$ cat config.mk
export PLATFORM = sky130hd
export DESIGN_NAME = excep_arbiter
export DESIGN_NICKNAME = d
export VERILOG_FILES = /design/src/rtl/excep_arbiter.sv
export SDC_FILE = /design/constraint.sdc
export NUM_CORES = 1
export LEC_CHECK = 0
export BUFFER_PORTS_ARGS = -buffer_cell sky130_fd_sc_hd__buf_4
export CORE_AREA = 4 4 121 123
export DETAILED_ROUTE_END_ITERATION = 6
export DIE_AREA = 0 0 125 127
export PLACE_DENSITY = 0.69
export SLEW_MARGIN = 25
export SYNTH_ARGS = -nofsm -noshare
export SYNTH_HDL_FRONTEND = slang
export SYNTH_SLANG_ARGS = --single-unit
export TNS_END_PERCENT = 1
$ cat constraint.sdc
create_clock -name clk -period 4.6 [get_ports clk]
set_clock_uncertainty 0.15 [all_clocks]
set_input_delay 0.46 -clock clk [delete_from_list [all_inputs] [get_ports clk]]
set_output_delay 0.46 -clock clk [all_outputs]
set_load 0.005 [all_outputs]
$ cat src/rtl/excep_arbiter.sv
// Exception/interrupt sequencer between MEM and cp0: synchronizes interrupt lines,
// picks the highest-priority event, commits it to cp0 for one cycle, then flushes.
module excep_arbiter #(
  parameter logic [31:0] EXC_VECTOR   = 32'hBFC0_0380,
  parameter int unsigned FLUSH_CYCLES = 2
) (
  input  logic        clk,
  input  logic        rst,
  input  logic        valid_i,
  input  logic [31:0] pc_i,
  input  logic        in_delayslot_i,
  input  logic [31:0] excep_type_i,
  input  logic [31:0] mem_addr_i,
  input  logic [5:0]  int_i,
  input  logic [31:0] cp0_status_i,
  input  logic [31:0] cp0_cause_i,
  input  logic [31:0] cp0_epc_i,
  output logic [5:0]  hw_ip_o,
  output logic        excep_valid_o,
  output logic [4:0]  excep_code_o,
  output logic        epc_we_o,
  output logic [31:0] excep_epc_o,
  output logic        excep_bd_o,
  output logic        badvaddr_we_o,
  output logic [31:0] badvaddr_o,
  output logic        eret_o,
  output logic        flush_o,
  output logic [31:0] new_pc_o,
  output logic        stall_o
);

  typedef enum logic [1:0] {IDLE, FLUSH, RECOVER} state_e;

  localparam logic [3:0] FLUSH_INIT = 4'(FLUSH_CYCLES);

  state_e      state_q, state_d;
  logic [3:0]  cnt_q, cnt_d;
  logic [5:0]  sync1_q, sync2_q;
  logic        excep_valid_q, excep_valid_d;
  logic [4:0]  code_q, code_d;
  logic        epc_we_q, epc_we_d;
  logic [31:0] epc_q, epc_d;
  logic        bd_q, bd_d;
  logic        bav_we_q, bav_we_d;
  logic [31:0] bav_q, bav_d;
  logic        eret_q, eret_d;
  logic [31:0] new_pc_q, new_pc_d;

  logic        int_pend;
  logic        ev;
  logic        ev_eret;
  logic [4:0]  ev_code;
  logic        ev_bav_we;
  logic [31:0] ev_bav;
  logic        take;

  logic unused_bits;
  assign unused_bits = ^{excep_type_i[24:1], cp0_status_i[31:16], cp0_status_i[7:2],
                         cp0_cause_i[31:10], cp0_cause_i[7:0]};

  assign int_pend = (((sync2_q & cp0_status_i[15:10]) != 6'd0) ||
                     ((cp0_cause_i[9:8] & cp0_status_i[9:8]) != 2'd0)) &&
                    cp0_status_i[0] && !cp0_status_i[1];

  // Priority encoder: interrupt first, ERET last.
  // NOTE: every variable written in an always_comb gets a default first so no latch is inferred.
  always_comb begin
    ev        = 1'b1;
    ev_eret   = 1'b0;
    ev_code   = 5'h00;
    ev_bav_we = 1'b0;
    ev_bav    = 32'd0;
    if (int_pend) begin
      ev_code = 5'h00;
    end else if (excep_type_i[31]) begin
      ev_code   = 5'h04;
      ev_bav_we = 1'b1;
      ev_bav    = pc_i;
    end else if (excep_type_i[30]) begin
      ev_code = 5'h0A;
    end else if (excep_type_i[29]) begin
      ev_code = 5'h0C;
    end else if (excep_type_i[28]) begin
      ev_code = 5'h09;
    end else if (excep_type_i[27]) begin
      ev_code = 5'h08;
    end else if (excep_type_i[26]) begin
      ev_code   = 5'h04;
      ev_bav_we = 1'b1;
      ev_bav    = mem_addr_i;
    end else if (excep_type_i[25]) begin
      ev_code   = 5'h05;
      ev_bav_we = 1'b1;
      ev_bav    = mem_addr_i;
    end else if (excep_type_i[0]) begin
      ev_eret = 1'b1;
    end else begin
      ev = 1'b0;
    end
  end

  assign take = (state_q == IDLE) && valid_i && ev;

  always_comb begin
    state_d       = state_q;
    cnt_d         = cnt_q;
    new_pc_d      = new_pc_q;
    excep_valid_d = 1'b0;
    code_d        = 5'h00;
    epc_we_d      = 1'b0;
    epc_d         = 32'd0;
    bd_d          = 1'b0;
    bav_we_d      = 1'b0;
    bav_d         = 32'd0;
    eret_d        = 1'b0;
    unique case (state_q)
      IDLE: begin
        if (take) begin
          state_d = FLUSH;
          cnt_d   = FLUSH_INIT;
          if (ev_eret) begin
            eret_d   = 1'b1;
            new_pc_d = cp0_epc_i;
          end else begin
            excep_valid_d = 1'b1;
            code_d        = ev_code;
            epc_we_d      = !cp0_status_i[1];
            epc_d         = in_delayslot_i ? (pc_i - 32'd4) : pc_i;
            bd_d          = in_delayslot_i;
            bav_we_d      = ev_bav_we;
            bav_d         = ev_bav;
            new_pc_d      = EXC_VECTOR;
          end
        end
      end
      FLUSH: begin
        if (cnt_q <= 4'd1) begin
          state_d = RECOVER;
          cnt_d   = 4'd0;
        end else begin
          cnt_d = cnt_q - 4'd1;
        end
      end
      RECOVER: state_d = IDLE;
      default: state_d = IDLE;
    endcase
  end

  // NOTE: sequential state uses non-blocking assignments only; blocking here would race other flops.
  always_ff @(posedge clk or posedge rst) begin
    if (rst) begin
      state_q       <= IDLE;
      cnt_q         <= 4'd0;
      sync1_q       <= 6'd0;
      sync2_q       <= 6'd0;
      excep_valid_q <= 1'b0;
      code_q        <= 5'h00;
      epc_we_q      <= 1'b0;
      epc_q         <= 32'd0;
      bd_q          <= 1'b0;
      bav_we_q      <= 1'b0;
      bav_q         <= 32'd0;
      eret_q        <= 1'b0;
      new_pc_q      <= 32'd0;
    end else begin
      state_q       <= state_d;
      cnt_q         <= cnt_d;
      sync1_q       <= int_i;
      sync2_q       <= sync1_q;
      excep_valid_q <= excep_valid_d;
      code_q        <= code_d;
      epc_we_q      <= epc_we_d;
      epc_q         <= epc_d;
      bd_q          <= bd_d;
      bav_we_q      <= bav_we_d;
      bav_q         <= bav_d;
      eret_q        <= eret_d;
      new_pc_q      <= new_pc_d;
    end
  end

  assign hw_ip_o       = sync2_q;
  assign excep_valid_o = excep_valid_q;
  assign excep_code_o  = code_q;
  assign epc_we_o      = epc_we_q;
  assign excep_epc_o   = epc_q;
  assign excep_bd_o    = bd_q;
  assign badvaddr_we_o = bav_we_q;
  assign badvaddr_o    = bav_q;
  assign eret_o        = eret_q;
  // Decoded straight from the state so an asynchronous reset drops them at once.
  assign flush_o       = (state_q == FLUSH);
  assign stall_o       = (state_q == FLUSH);
  assign new_pc_o      = new_pc_q;

endmodule

==> key figures <==
Placement
  – Dpl hpwl: between 10000 and 15000 microns
  – Placer Congestion: approximately 0.85
  – Port Buf Inserts: 238
  – Placed Area: a little over 7000 sq um

Clock tree
  – Root Buffer: clkbuf_16
  – CTS Sinks: 123
  – Clock Tree Buf Depth: 2
  – CTS tree: yes
  – Worst skew pair latency: 0.41 ns
  – CTS resizes: 0
  – H-tree depth: 4
  – CTS clock-pin slew for the worst setup and hold paths: ~0.050 ns
  – CTS Buf Count: 17

Floorplanning
  – Chip width: 125 microns
  – Core footprint: ~14000 sq um
  – Starting density of the core: between 30% and 40%
  – I/O pins: approximately 320
  – Die Area: ~16000 sq um
  – # rows: 43
  – Die height: 127 microns

Cells and area
  – Post-route core utilization: a little under three fifths
  – Commonest non-fill, non-tap cell in the layout: buf_4
  – Non-Filler Cell Area, Final: between 7000 and 8000 sq um
  – Nets: between 800 and 900
  – Layout cells sized above 1: around 41%
  – Area delta synth->final: 50.35%
  – Most frequent cells in the layout: buf_4, dfrtp_1, nor2_1
  – N_diodes: 0

Critical path
  – Crit-path leading delay family: simple AND/OR/NAND/NOR gates
  – CP Launch Type: primary input
  – Worst-path cell chain: buf_4 -> nor4_1 -> nand2_1 -> or3_1 -> inv_1 -> a22o_1
  – Reg-to-reg slack, setup: approximately 2 ns
  – Worst EP arrival: between 2 and 3 ns
  – Reg2Reg Depth: 6
  – CP max stage delay: 0.64 ns
  – Worst-path maximum fanout: 21
  – Worst Path Buf+Inv: 2
  – Worst Setup SP: excep_type_i[28]
  – Reg-to-Reg End: new_pc_o[30]
  – Slowest CP cell: or3_1
  – Element type at the critical path end: register
  – Worst Path Required: approximately 4.8 ns
  – Origin of the critical flop-to-flop path: hw_ip_o[0]
  – Crit Path Class: primary input to register

STA
  – Max-slew headroom: approximately 43%
  – Max-slew violations: 0
  – Unrepaired setup endpoints after global routing: no
  – Endpoints failing setup: 0
  – Period Utilization, post-route: 59.64%
  – Fmax: ~360 MHz
  – Worst-Margin Slew: roughly 0.85 ns
  – Hold_ws: slightly below 0.06 ns
  – Post-route minimum period: 2.743 ns
  – Final hold vios: 0
  – Setup TNS: 0 ns

GRT
  – Initial antenna violation count: 0
  – First-pass GRT wire length: ~25000 microns
  – Largest net degree at the start of global routing: 66
  – Total GRT Usage: 19.69%
  – GRT overflow: 0
  – Vias in the first global route: a little under 5000

Synth
  – Flip-flop and latch count after synthesis: approximately 120
  – Register area share after synthesis: around 60%
  – Ys Warns: 0
  – Fraction of registers with async set or reset after synthesis: 100.0%
  – Top FF cell, synth: dfrtp_1
  – Yosys cell types: 42
  – Syn_area_per_cell: 11.46 sq um
  – EDFF count, synth: 0
  – Post-Synthesis Cells: 448
  – Synth Cell Area: between 5000 and 6000 sq um
  – Syn nets: ~650

Power
  – VDD IR max: ~0.19 mV
  – Power, Total: 3148 uW
  – Cell Pwr Density: around 410 nW/um^2
  – Pleak: between 0.003 and 0.004 uW

Detailed routing
  – Iteration-0 DRC Markers: 166
  – Vias: 4527
  – TritonRoute pass-1 iters: 4
  – DRT Wirelength: approximately 15000 microns
  – Routed Antenna Nets: 0
  – Residual DRC: 0
  – Via-per-instance ratio: slightly above 5
  – Wire per inst: roughly 18 microns

Job
  – Maximum capacitance violations: 0

Worst hold path
  – Hold Path Class: primary input to register
  – Hold depth: 2
  – Worst hold path endpoint: epc_we_o
  – Worst hold start: cp0_status_i[1]

Outcome
  – Status: completed
[cells by family after synthesis]
group | share of synthesized area, %
flops | 59.93
fa+ha+maj | 0.7309
simple gates | 14.54
compound gates | 12.81
xor+xnor | 1.876
buf+inv | 3.800
other cells | 0.07301
mux | 6.236
[power by group]
group,internal (uW),total [uW],switching (uW)
logic,293,613,320
clock network,845,1290,449
registers,1190,1240,51.4
[cell usage after synthesis (2+ instances only)]
cell / count / share of area (%)
dfrtp_1: 123 / 60
nor2_1: 58 / 4.2
mux2i_1: 32 / 6.2
clkbuf_1: 24 / 1.8
a22o_1: 20 / 3.4
a21oi_1: 18 / 1.8
inv_1: 18 / 1.3
nor3_1: 15 / 1.5
nor4_1: 14 / 1.7
or4_1: 13 / 1.9
o22a_1: 12 / 2.0
nand2_1: 11 / 0.80
o31ai_1: 10 / 1.5
or3_1: 10 / 1.2
o21ai_0: 6 / 0.58
o31a_1: 6 / 1.0
or2_2: 6 / 0.73
xnor2_1: 6 / 1.0
xor2_1: 5 / 0.85
a22oi_1: 4 / 0.58
nand3_1: 4 / 0.39
o221ai_1: 4 / 0.68
ha_1: 3 / 0.73
buf_4: 2 / 0.29
buf_6: 2 / 0.44
nand2b_1: 2 / 0.24
nand4_1: 2 / 0.24
nand4b_1: 2 / 0.34
nor3b_1: 2 / 0.29
or4_4: 2 / 0.44
[worst register-to-register path, delay by kind of cell, from the launching register on]
| kind | cells | cell delay [ns] |
|---|---|---|
| AO/OA/AOI/OAI | 3 | 0.60 |
| AND/OR/NAND/NOR | 1 | 0.57 |
| buffers and inverters | 2 | 0.80 |
| flip-flops | 1 | 0.39 |
[what timing repair did]
| action | 4_1_cts | 5_1_grt |
|---|---|---|
| hold endpoints to repair | 6 | 0 |
| buffers inserted | 0 | 0 |
| hold buffers | 6 | 0 |
[through the flow]
stage               setup slack (ns)  cells
floorplan                     0.7191    448
global placement               1.574    845
detailed placement             1.372    845
CTS                            1.805    881
global route                   1.527    881
finish                         1.857    881
[registers in the layout, indices dropped and copies added, names as in the netlist]
register       cells
state_q            2
excep_code_o       4
badvaddr_o        32
eret_o             1
excep_bd_o         1
excep_valid_o      1
hw_ip_o            6
sync1_q            6
new_pc_o          32
epc_we_o           1
excep_epc_o       32
cnt_q              4
badvaddr_we_o      1
[how the worst max path moves through the flow]
stage | to | slack, ns | cells past startpoint
2_1_floorplan | badvaddr_o[0] | 0.72 | 1
3_3_place_gp | new_pc_o[14] | 1.57 | 6
3_5_place_dp | new_pc_o[19] | 1.37 | 6
4_1_cts | new_pc_o[19] | 1.80 | 6
5_1_grt | new_pc_o[18] | 1.53 | 6
6_report | new_pc_o[30] | 1.86 | 6
[cell type report]
type	count	area, sq um
fillers	1189	5943
flip-flops and latches	123	3078
repair buffers	251	1899
multi-input cells	279	1872
clock buffers	23	488.0
well taps	180	225.2
clock inverters	7	90.09
inverters	18	70.07
[layer usage]
metal	vias to the layer above	global-route usage, %	part of all wire, %
met3	24	8.152	10
met4	0	7.526	2.3
met2	203	33.38	49
met5	-	0	0
li1	2106	-	-
met1	2194	22.35	39
Note: power is estimated with default switching activity, not from simulation.
